**src/rtl/feat_pkg.sv**
```systemverilog
// Shared types and constants for the feature-frame producer.
// Consumers see frames as NUM_FEATS signed FEAT_W-bit coefficients.
package feat_pkg;

  localparam int NUM_FEATS = 26;
  localparam int FEAT_W    = 16;

  typedef logic signed [FEAT_W-1:0] feat_t;
  typedef feat_t [NUM_FEATS-1:0]    feat_frame_t;

  typedef enum logic {
    FILL = 1'b0,
    PEND = 1'b1
  } fb_state_t;

endpackage

```
**src/rtl/feat_clip.sv**
```systemverilog
// Combinational saturator: limits a signed coefficient to
// [-CLIP_LIMIT, +CLIP_LIMIT]. Only instantiated when FEATURE_CLIP_EN is set.
module feat_clip #(
  parameter int                       FEAT_W     = feat_pkg::FEAT_W,
  parameter logic signed [FEAT_W-1:0] CLIP_LIMIT = 16'sd16383
) (
  input  logic signed [FEAT_W-1:0] coef_i,
  output logic signed [FEAT_W-1:0] coef_o
);

  localparam logic signed [FEAT_W-1:0] NEG_LIMIT = -CLIP_LIMIT;

  // Saturate to the symmetric limit, pass everything else through.
  always_comb begin
    if (coef_i > CLIP_LIMIT)     coef_o = CLIP_LIMIT;
    else if (coef_i < NEG_LIMIT) coef_o = NEG_LIMIT;
    else                         coef_o = coef_i;
  end

endmodule

```
**src/rtl/feature_frame_builder.sv**
```systemverilog
// Assembles a serial stream of signed coefficients into a NUM_FEATS-wide
// frame and hands it to the classifier over valid/ready. A fill buffer
// collects the next frame while the output register holds the current one.
// Optional: define FEATURE_CLIP_EN to saturate every accepted coefficient
// to +/-CLIP_LIMIT before it is stored.
module feature_frame_builder #(
  parameter int                       NUM_FEATS  = feat_pkg::NUM_FEATS,
  parameter int                       FEAT_W     = feat_pkg::FEAT_W,
  parameter logic signed [FEAT_W-1:0] CLIP_LIMIT = 16'sd16383
) (
  input  logic                              clk,
  input  logic                              rst_n,
  input  logic signed [FEAT_W-1:0]          coef_in,
  input  logic                              coef_valid,
  input  logic                              coef_last,
  output logic                              coef_ready,
  output logic [NUM_FEATS-1:0][FEAT_W-1:0]  features,
  output logic                              frame_valid,
  input  logic                              frame_ready,
  output logic                              frame_err
);

  import feat_pkg::*;

  localparam int                IDX_W    = $clog2(NUM_FEATS);
  localparam logic [IDX_W-1:0]  LAST_IDX = IDX_W'(NUM_FEATS - 1);

  fb_state_t                        state_q, state_d;
  logic [IDX_W-1:0]                 idx_q, idx_d;
  logic [NUM_FEATS-1:0][FEAT_W-1:0] fill_q, fill_d;
  logic [NUM_FEATS-1:0][FEAT_W-1:0] feat_q, feat_d;
  logic                             valid_q, valid_d;
  logic                             err_q, err_d;

  logic signed [FEAT_W-1:0] coef_store;
  logic accept, at_end, complete, handshake, out_free;

`ifdef FEATURE_CLIP_EN
  feat_clip #(
    .FEAT_W     (FEAT_W),
    .CLIP_LIMIT (CLIP_LIMIT)
  ) u_clip (
    .coef_i (coef_in),
    .coef_o (coef_store)
  );
`else
  assign coef_store = coef_in;
  // Limit is only meaningful with clipping; park it so it is visibly unused.
  logic [FEAT_W-1:0] unused_clip_limit;
  assign unused_clip_limit = CLIP_LIMIT;
`endif

  assign coef_ready = (state_q == FILL);
  assign accept     = coef_valid && coef_ready;
  assign at_end     = (idx_q == LAST_IDX);
  assign complete   = accept && coef_last && at_end;
  assign handshake  = valid_q && frame_ready;
  assign out_free   = !valid_q || frame_ready;

  // Fill buffer with the coefficient being accepted this cycle merged in,
  // so a completing frame can be copied out without an extra cycle.
  always_comb begin
    fill_d         = fill_q;
    fill_d[idx_q]  = coef_store;
  end

  // Next-state logic for the control FSM, fill index and output register.
  always_comb begin
    // NOTE: every combinationally assigned signal gets a default first so no
    // path leaves it unassigned, which would otherwise infer a latch.
    state_d = state_q;
    idx_d   = idx_q;
    feat_d  = feat_q;
    valid_d = valid_q;
    // A framing error is coef_last disagreeing with the position in the frame.
    err_d   = accept && (coef_last != at_end);

    if (handshake) valid_d = 1'b0;

    if (accept) idx_d = (coef_last || at_end) ? '0 : idx_q + IDX_W'(1);

    case (state_q)
      FILL: begin
        if (complete) begin
          if (out_free) begin
            feat_d  = fill_d;
            valid_d = 1'b1;
          end else begin
            state_d = PEND;
          end
        end
      end
      PEND: begin
        if (handshake) begin
          feat_d  = fill_q;
          valid_d = 1'b1;
          state_d = FILL;
        end
      end
      default: state_d = FILL;
    endcase
  end

  // Fill buffer storage; written on every accepted coefficient.
  // NOTE: no reset here on purpose. A frame only leaves this buffer after all
  // NUM_FEATS slots were rewritten since the index last returned to 0, so the
  // power-up contents can never be observed.
  always_ff @(posedge clk) begin
    if (accept) fill_q <= fill_d;
  end

  // Control and output registers with asynchronous reset.
  always_ff @(posedge clk or negedge rst_n) begin
    if (!rst_n) begin
      state_q <= FILL;
      idx_q   <= '0;
      feat_q  <= '0;
      valid_q <= 1'b0;
      err_q   <= 1'b0;
    end else begin
      // NOTE: sequential state uses non-blocking assignments so every register
      // samples pre-edge values regardless of statement order.
      state_q <= state_d;
      idx_q   <= idx_d;
      feat_q  <= feat_d;
      valid_q <= valid_d;
      err_q   <= err_d;
    end
  end

  assign features    = feat_q;
  assign frame_valid = valid_q;
  assign frame_err   = err_q;

endmodule
```
**config.mk**
```make
export PLATFORM = sky130hd
export DESIGN_NAME = feature_frame_builder
export DESIGN_NICKNAME = d
export VERILOG_FILES = /design/src/rtl/feat_pkg.sv /design/src/rtl/feat_clip.sv /design/src/rtl/feature_frame_builder.sv
export SDC_FILE = /design/constraint.sdc
export NUM_CORES = 1
export LEC_CHECK = 0
export ABC_AREA = 1
export BUFFER_PORTS_ARGS = -buffer_cell sky130_fd_sc_hd__buf_2
export CORE_ASPECT_RATIO = 1.4
export CORE_MARGIN = 1.5
export CORE_UTILIZATION = 54
export DETAILED_ROUTE_END_ITERATION = 10
export PLACE_DENSITY = 0.77
export SKIP_CTS_REPAIR_TIMING = 1
export SYNTH_ARGS = -nofsm -noshare
export SYNTH_HDL_FRONTEND = slang
export SYNTH_HIERARCHICAL = 1
export SYNTH_SLANG_ARGS = --single-unit
```
**constraint.sdc**
```tcl
create_clock -name clk -period 20.2 [get_ports clk]
set_input_delay 2.02 -clock clk [delete_from_list [all_inputs] [get_ports clk]]
set_output_delay 2.02 -clock clk [all_outputs]
set_load 0.005 [all_outputs]
```
==> reports/results.txt, run 1 <==
CTS tree: yes
Crit path DAT: 5.35 ns
DRT iter0 DRCs: 4490
Post-Synthesis Cells: 5466
First-pass GRT wire length: 205000 um
Max-slew violations: 0
Worst Tran Pin Value: 1.32 ns
Final instance area: 0.0483 mm^2
IO Pins: 440
Clk_skew: 0.0157 ns
Status: complete, no violations
Setup ws final: 15.43 ns
Overall via count from detail_route: 38100
Clock sink count: 840
Starting Density: 0.547
Vias in the first global route: 35700
Layout Area Growth over Synthesis: 11.4%
Largest net degree at the start of global routing: 213
Highest clock rate: 0.210 GHz
Min Tclk post-route: 4.77 ns
TritonRoute pass-1 iters: 6
Final std cells w/o fill: 6777
Yosys warning count: 6
Final ANT Viol Nets: 0
Final Wtd Congestion: 0.828
Final setup violation count: 0
Relative slew slack: 0.120
Drt via density: 5.62
Logic pwr share: 0.032
Die Wd: 243 um
Post-synthesis sequential area ratio: 0.533
Gr usage total: 0.314
Switching Share: 0.226
Clock Power Share: 0.451
DR DRC count: 0
Core area: 0.0792 mm^2
Power Total: 3.46 mW
Final Hold Slack: 0.472 ns
Leak: 25.6 nW
Dpl hpwl: 73500 um
CP Launch Type: flip-flop
DIE AREA: 0.0820 mm^2
Post-Place Cell Area: 0.0456 mm^2
Max_cap viols: 0
Initial antenna violation count: 1
Worst R2R Setup Slack: 15.43 ns
PwrDens: 71.7 mW/mm^2
Hold path startpoint: features[33]
Area of the mapped netlist: 0.0434 mm^2
Worst hold-check path type: reg2reg
Hold Vio Cnt, Final: 0
DR WL/cell: 19.3 um
Num CTS Buffers: 84
Drt total wl: 131000 um
Netlist cell types: 25
RSZ-0062 raised after global routing: no
Period Utilization, post-route: 0.236
P_int: 2.68 mW
Reg power frac: 0.517
Placement Rows: 122
Number of fill cells in the layout: 6758
Final Util: 0.610
Mean Syn Cell Area: 7.93 um^2
H-tree lvl count: 3
Critical Path End Type: flip-flop
Layout Nets: 5680
CTS Buffer Depth: 3
DP Cell Count: 6622
Worst Setup SP: idx_q[2]
TNS Setup: 0 ns
R2R Path Start: idx_q[2]
Clock Root Buffer: clkbuf_16
Synthesized net count: 5492
Peak supply drop: 0.0691 mV
CTS clk-pin slew, worst paths: 0.06 ns
P_sw: 0.781 mW
Share of cells above drive strength 1: 0.110
Antenna cells: 0
GRT Residual Overflow: 0
Pre-CTS setup slack: 15.02 ns
Crit path kind: reg2reg
Critical Path RT: 20.78 ns
Die span in y: 338 um
Maximum fanout along the worst path: 161
#FFs+latches synth: 840
Port buffer count: 439
Clk_lat worst skew: 0.65 ns
-- routing by layer --
metal  vias to the layer above  part of all wire  global-route usage  wire length [um]
met5                         -          0.000084                   0                11
met1                     17800              0.41               0.449             53500
met4                         2             0.042               0.138              5510
li1                      17800                 -                   -                 -
met2                      2123              0.45               0.471             59000
met3                       289             0.099              0.0554             13000
-- cell usage in the layout, fill, tap and decap left out, types with 6 or more instances in the layout --
cell type	n
nand2_1	2509
nand3_1	531
buf_2	438
inv_1	424
dfrtp_1	422
and2_1	416
edfxtp_1	416
nand4_1	324
clkbuf_16	89
clkbuf_1	32
buf_4	31
inv_2	17
clkinv_2	14
clkbuf_8	11
nor2_4	6
-- flip-flops by register name (all words and copies together), names as in the netlist --
name and flops:
features 416, frame_err 1, frame_valid 1, fill_q 416
state_q 1, idx_q 5
-- synth_stat cells --
| library cell | count | area (um^2) |
|---|---|---|
| o21ai_0 | 3 | 15.0 |
| clkinv_1 | 16 | 60.1 |
| buf_8 | 1 | 15.0 |
| nand4_1 | 324 | 2030 |
| buf_2 | 102 | 510 |
| ha_1 | 5 | 62.6 |
| inv_1 | 426 | 1600 |
| nand3_1 | 531 | 2660 |
| o22ai_1 | 2 | 12.5 |
| nor2_2 | 1 | 6.26 |
| buf_4 | 21 | 158 |
| nor3_1 | 2 | 10.0 |
| inv_2 | 2 | 7.51 |
| and2_1 | 416 | 2600 |
| clkbuf_1 | 175 | 657 |
| nor2_1 | 9 | 33.8 |
| buf_6 | 12 | 135 |
| dfrtp_1 | 424 | 10600 |
| nor2_4 | 1 | 11.3 |
| edfxtp_1 | 416 | 12500 |
| o21a_1 | 1 | 7.51 |
| a21oi_1 | 3 | 15.0 |
| buf_1 | 62 | 233 |
| nand3b_1 | 1 | 7.51 |
| nand2_1 | 2510 | 9420 |
-- critical path, cell delays in order (launching register included) --
cell and delay (ns):
dfrtp_4 0.80, nor2_4 0.91, nand3b_1 0.20, nand2_1 0.17, nand2_4 0.41, inv_8 0.94
buf_4 0.86, nand2_1 0.18, nand2_1 0.10
-- worst paths after layout --
kind | end | cells past startpoint
max in group asynchronous | state_q | 3
min in group asynchronous | features[377] | 1
max reg2reg | features[228] | 8
min | features[33] | 2
min reg2reg | features[33] | 2
max | features[228] | 8
-- kinds of logic (layout without fill, tap and decap cells) --
family	after synthesis	count (layout)	synth area share
AOI/OAI and AO/OA	9	9	0.00115
buffers and inverters	817	1074	0.0778
adders and majority gates	5	5	0.00144
DFF	840	840	0.533
and+or+nand+nor	3795	3795	0.387
-- power by group through the flow --
stage                     Combinational [mW]  Clock (mW)  Sequential [mW]
after floorplan                       0.0530           0             1.82
after global placement                 0.108           0             1.82
after detailed placement               0.109           0             1.82
after CTS                              0.109        1.57             1.79
after global routing                   0.117        1.64             1.79
final                                  0.111        1.56             1.79
-- final cells by class --
type                            count  area [um^2]  area share
Tap cell                         1054         1320      0.0273
Inverter                          444         1680      0.0349
Sequential cell                   840        23100       0.478
Clock inverter                     22          170     0.00352
Timing Repair Buffer              475         2540      0.0526
Multi-Input combinational cell   3809        17000       0.352
Clock buffer                      133         2510      0.0519
Note: power is estimated with default switching activity, not from simulation.
==> inputs of run 2 (changes only) <==
--- a/config.mk
+++ b/config.mk
@@ -5,13 +5,13 @@
 export SDC_FILE = /design/constraint.sdc
 export NUM_CORES = 1
 export LEC_CHECK = 0
-export ABC_AREA = 1
+export ABC_AREA = 0
 export BUFFER_PORTS_ARGS = -buffer_cell sky130_fd_sc_hd__buf_2
 export CORE_ASPECT_RATIO = 1.4
 export CORE_MARGIN = 1.5
-export CORE_UTILIZATION = 54
+export CORE_UTILIZATION = 60
 export DETAILED_ROUTE_END_ITERATION = 10
-export PLACE_DENSITY = 0.77
+export PLACE_DENSITY = 0.81
 export SKIP_CTS_REPAIR_TIMING = 1
 export SYNTH_ARGS = -nofsm -noshare
 export SYNTH_HDL_FRONTEND = slang
==> constraint.sdc (replaced) <==
create_clock -name clk -period 4.42 [get_ports clk]
set_input_delay 0.442 -clock clk [delete_from_list [all_inputs] [get_ports clk]]
set_output_delay 0.442 -clock clk [all_outputs]
set_load 0.005 [all_outputs]
==> run 2 against run 1 <==
  * Setup slack got worse by 14 ns
  * Cell area rose by 0.18%
  * Area after synthesis fell by 0.53%
  * Clock skew fell by 0.0010 ns
  * Sequential power rose to 4.6 times the previous value
  * Clock power rose to 4.6 times the previous value
  * Sequential share of layout area fell by 0.087 points
  * Flip-flop and latch count did not move
  * Hold slack got worse by 0.21 ns
  * Critical path type unchanged
==> reports/results.txt, run 2 <==
Crit path kind: reg2reg
Worst Setup SP: idx_q[1]
CP bufs+invs: 4 (+2)
Share of cells above drive strength 1: 0.297 (+0.187)
Hold Vio Cnt, Final: 0 (unchanged)
Number of fill cells in the layout: 5148 (-24%)
Leak: 23.3 nW (-9.2%)
Highest clock rate: 0.329 GHz (+57%)
Layout Nets: 3681 (-35%)
Most frequent cells in the layout: buf_2 (438), dfrtp_1 (420), o32ai_1 (416), edfxtp_1 (416), inv_1 (404)
Die Wd: 230 um (-5.3%)
Mean Syn Cell Area: 12.6 um^2 (+59%)
Num CTS Buffers: 82 (-2.4%)
Critical Path End Type: flip-flop
CTS clk-pin slew, worst paths: 0.06 ns (about the same)
Synth top area cells: edfxtp_1 (29%), dfrtp_1 (25%), a221oi_2 (14%)
Antenna cells: 0 (unchanged)
Final setup violation count: 0 (unchanged)
Post-synthesis sequential area ratio: 0.536 (+0.00286)
Clock sink count: 840 (unchanged)
List of most frequent post-synthesis cells: dfrtp_1 (424), edfxtp_1 (416), o32ai_1 (416)
Worst Tran Pin Value: 1.27 ns (-0.0513 ns)
Critical Path RT: 4.96 ns (-15.82 ns)
Final ANT Viol Nets: 0 (unchanged)
Most frequent CP cell: buf_4
CTS tree: yes
Stages on the worst setup path: 8 (unchanged)
First-pass GRT wire length: 196000 um (-4.2%)
RR Endpoint: features[247]
Setup ws final: 1.38 ns (-14.04 ns)
Placement Rows: 116 (-4.9%)
Most common cell in the netlist: dfrtp_1
IO Pins: 440 (unchanged)
Final std cells w/o fill: 4668 (-31%)
RSZ-0062 raised after global routing: no
DIE AREA: 0.0735 mm^2 (-10%)
Critical Path Sink: features[247]
Crit path DAT: 3.58 ns (-1.77 ns)
Largest net degree at the start of global routing: 191 (-10%)
Initial antenna violation count: 2 (+1)
#FFs+latches synth: 840 (unchanged)
TNS Setup: 0 ns (unchanged)
Die span in y: 320 um (-5.3%)
Min Tclk post-route: 3.04 ns (-1.74 ns)
Yosys top cell area share: 0.290 (+0.00155)
Max-slew violations: 0 (unchanged)
Port buffer count: 439 (unchanged)
Core area: 0.0713 mm^2 (-10%)
TritonRoute pass-1 iters: 5 (-1)
Worst R2R Setup Slack: 1.38 ns (-14.04 ns)
Worst hold-check path type: in2reg
Final Util: 0.679 (+0.0693)
Clk_lat worst skew: 0.65 ns (about the same)
Netlist cell types: 30 (+20%)
R2R Path Start: idx_q[1]
Drt total wl: 127000 um (-2.9%)
Layout Area Growth over Synthesis: 12.2%
Post-synth EDFFs: 416 (unchanged)
CP Launch Type: flip-flop
Synthesized net count: 3440 (-37%)
H-tree lvl count: 3 (unchanged)
Slowest cell on crit path: nand2_4
Vias in the first global route: 31900 (-11%)
Yosys warning count: 6 (unchanged)
DR DRC count: 0 (unchanged)
Post-Synthesis Cells: 3414 (-38%)
Critical-path cell list: inv_1, ha_1, and4b_1, buf_4, nand2_4, buf_12, buf_4, a221oi_2
Pre-CTS setup slack: 1.40 ns (-13.62 ns)
Peak supply drop: 0.355 mV (+410%)
Post-synth top area cell: edfxtp_1
Max_cap viols: 0 (unchanged)
Status: complete, no violations
Overall via count from detail_route: 31800 (-17%)
Gr usage total: 0.341 (+0.0267)
Maximum fanout along the worst path: 47 (-71%)
Ys async rst share: 0.505 (unchanged)
Dpl hpwl: 72200 um (-1.7%)
Period Utilization, post-route: 0.687 (+0.451)
Clock Root Buffer: clkbuf_16
DRT iter0 DRCs: 3683 (-18%)
Starting Density: 0.605 (+0.0579)
Predominant post-synthesis flop cell: dfrtp_1
Area of the mapped netlist: 0.0431 mm^2 (-0.53%)
PwrDens: 324 mW/mm^2 (+350%)
Final Wtd Congestion: 0.818 (-1.1%)
CTS Buffer Depth: 3 (unchanged)
Worst path max stage delay: 0.44 ns (-0.50 ns)
DP Cell Count: 4514 (-32%)
Delay-heaviest family, CP: buffers and inverters
GRT Residual Overflow: 0 (unchanged)
Clk_skew: 0.0147 ns (-0.00104 ns)
Relative slew slack: 0.153 (+0.0324)
Drt via density: 6.80 (+21%)
Commonest non-fill, non-tap cell in the layout: buf_2
R2R cell count: 8 (unchanged)
DR WL/cell: 27.3 um (+41%)
==> run 2: cell count changes after synthesis, sizes merged, moves of 21 or more <==
| cell | delta |
|---|---|
| nand3 | -527 |
| and2 | -413 |
| mux2i | +400 |
| buf | -37 |
| o32ai | +416 |
| nand2 | -2458 |
| clkbuf | +58 |
| a221oi | +400 |
| nand4 | -324 |
| inv | -21 |
| nor2 | +391 |
| a211oi | +49 |
==> run 2: area by class of cell <==
type,count,area [um^2],area share
clock inverters,27,290,0.00600
well taps,944,1180,0.0244
multi-input cells,1773,16400,0.340
repair buffers,551,3400,0.0703
clock buffers,126,2440,0.0504
inverters,407,1530,0.0317
flip-flops and latches,840,23100,0.477
==> run 2: how the worst min path moves through the flow <==
stage | start | end | slack (ns) | cells past startpoint
2_1_floorplan | rst_n | features[0] | 0.15 | 0
3_3_place_gp | fill_q[410] | fill_q[410] | 0.54 | 2
3_5_place_dp | fill_q[410] | fill_q[410] | 0.54 | 2
4_1_cts | rst_n | features[374] | -0.15 | 1
5_1_grt | coef_valid | idx_q[3] | 0.24 | 3
6_report | coef_valid | idx_q[0] | 0.26 | 4
==> run 2: power breakdown <==
part | internal (mW) | leakage (nW) | switching (mW)
logic | 0.0537 | 12.3 | 0.273
clock network | 4.11 | 1.34 | 3.09
registers | 8.16 | 9.65 | 0.000481
total | 12.3 | 23.3 | 3.36
==> run 2: cells by family (layout without fill, tap and decap cells) <==
| group | Yosys count | after routing | share of synthesized area |
|---|---|---|---|
| AOI/OAI and AO/OA | 874 | 874 | 0.234 |
| DFF | 840 | 840 | 0.536 |
| buffers and inverters | 801 | 1111 | 0.0888 |
| and+or+nand+nor | 492 | 492 | 0.0468 |
| muxes | 402 | 402 | 0.0933 |
| adders and majority gates | 5 | 5 | 0.00145 |
==> run 2: worst register-to-register path: cells and delay by family, from the launching register on <==
family | cells | cell delay [ns]
adder cells (fa/ha/maj) | 1 | 0.30
AND/OR/NAND/NOR | 2 | 0.77
AO/OA/AOI/OAI | 1 | 0.28
buffers and inverters | 4 | 1.17
flip-flops | 1 | 0.41
==> run 2: routing by layer <==
metal / vias up / track usage / part of all wire
li1: 13600 / - / -
met3: 307 / 0.0725 / 0.090
met5: - / 0 / 0
met2: 1681 / 0.522 / 0.47
met1: 16100 / 0.465 / 0.39
met4: 0 / 0.165 / 0.049
==> run 2: per-stage QoR <==
step           power [mW]  cell area, um^2  hold slack (ns)
2_1_floorplan        8.41            43200            0.146
6_report             15.7            48400            0.262
3_5_place_dp         8.64            45700            0.540
4_1_cts              15.7            48400           -0.147
5_1_grt              16.1            48400            0.242
3_3_place_gp         8.64            45700            0.536
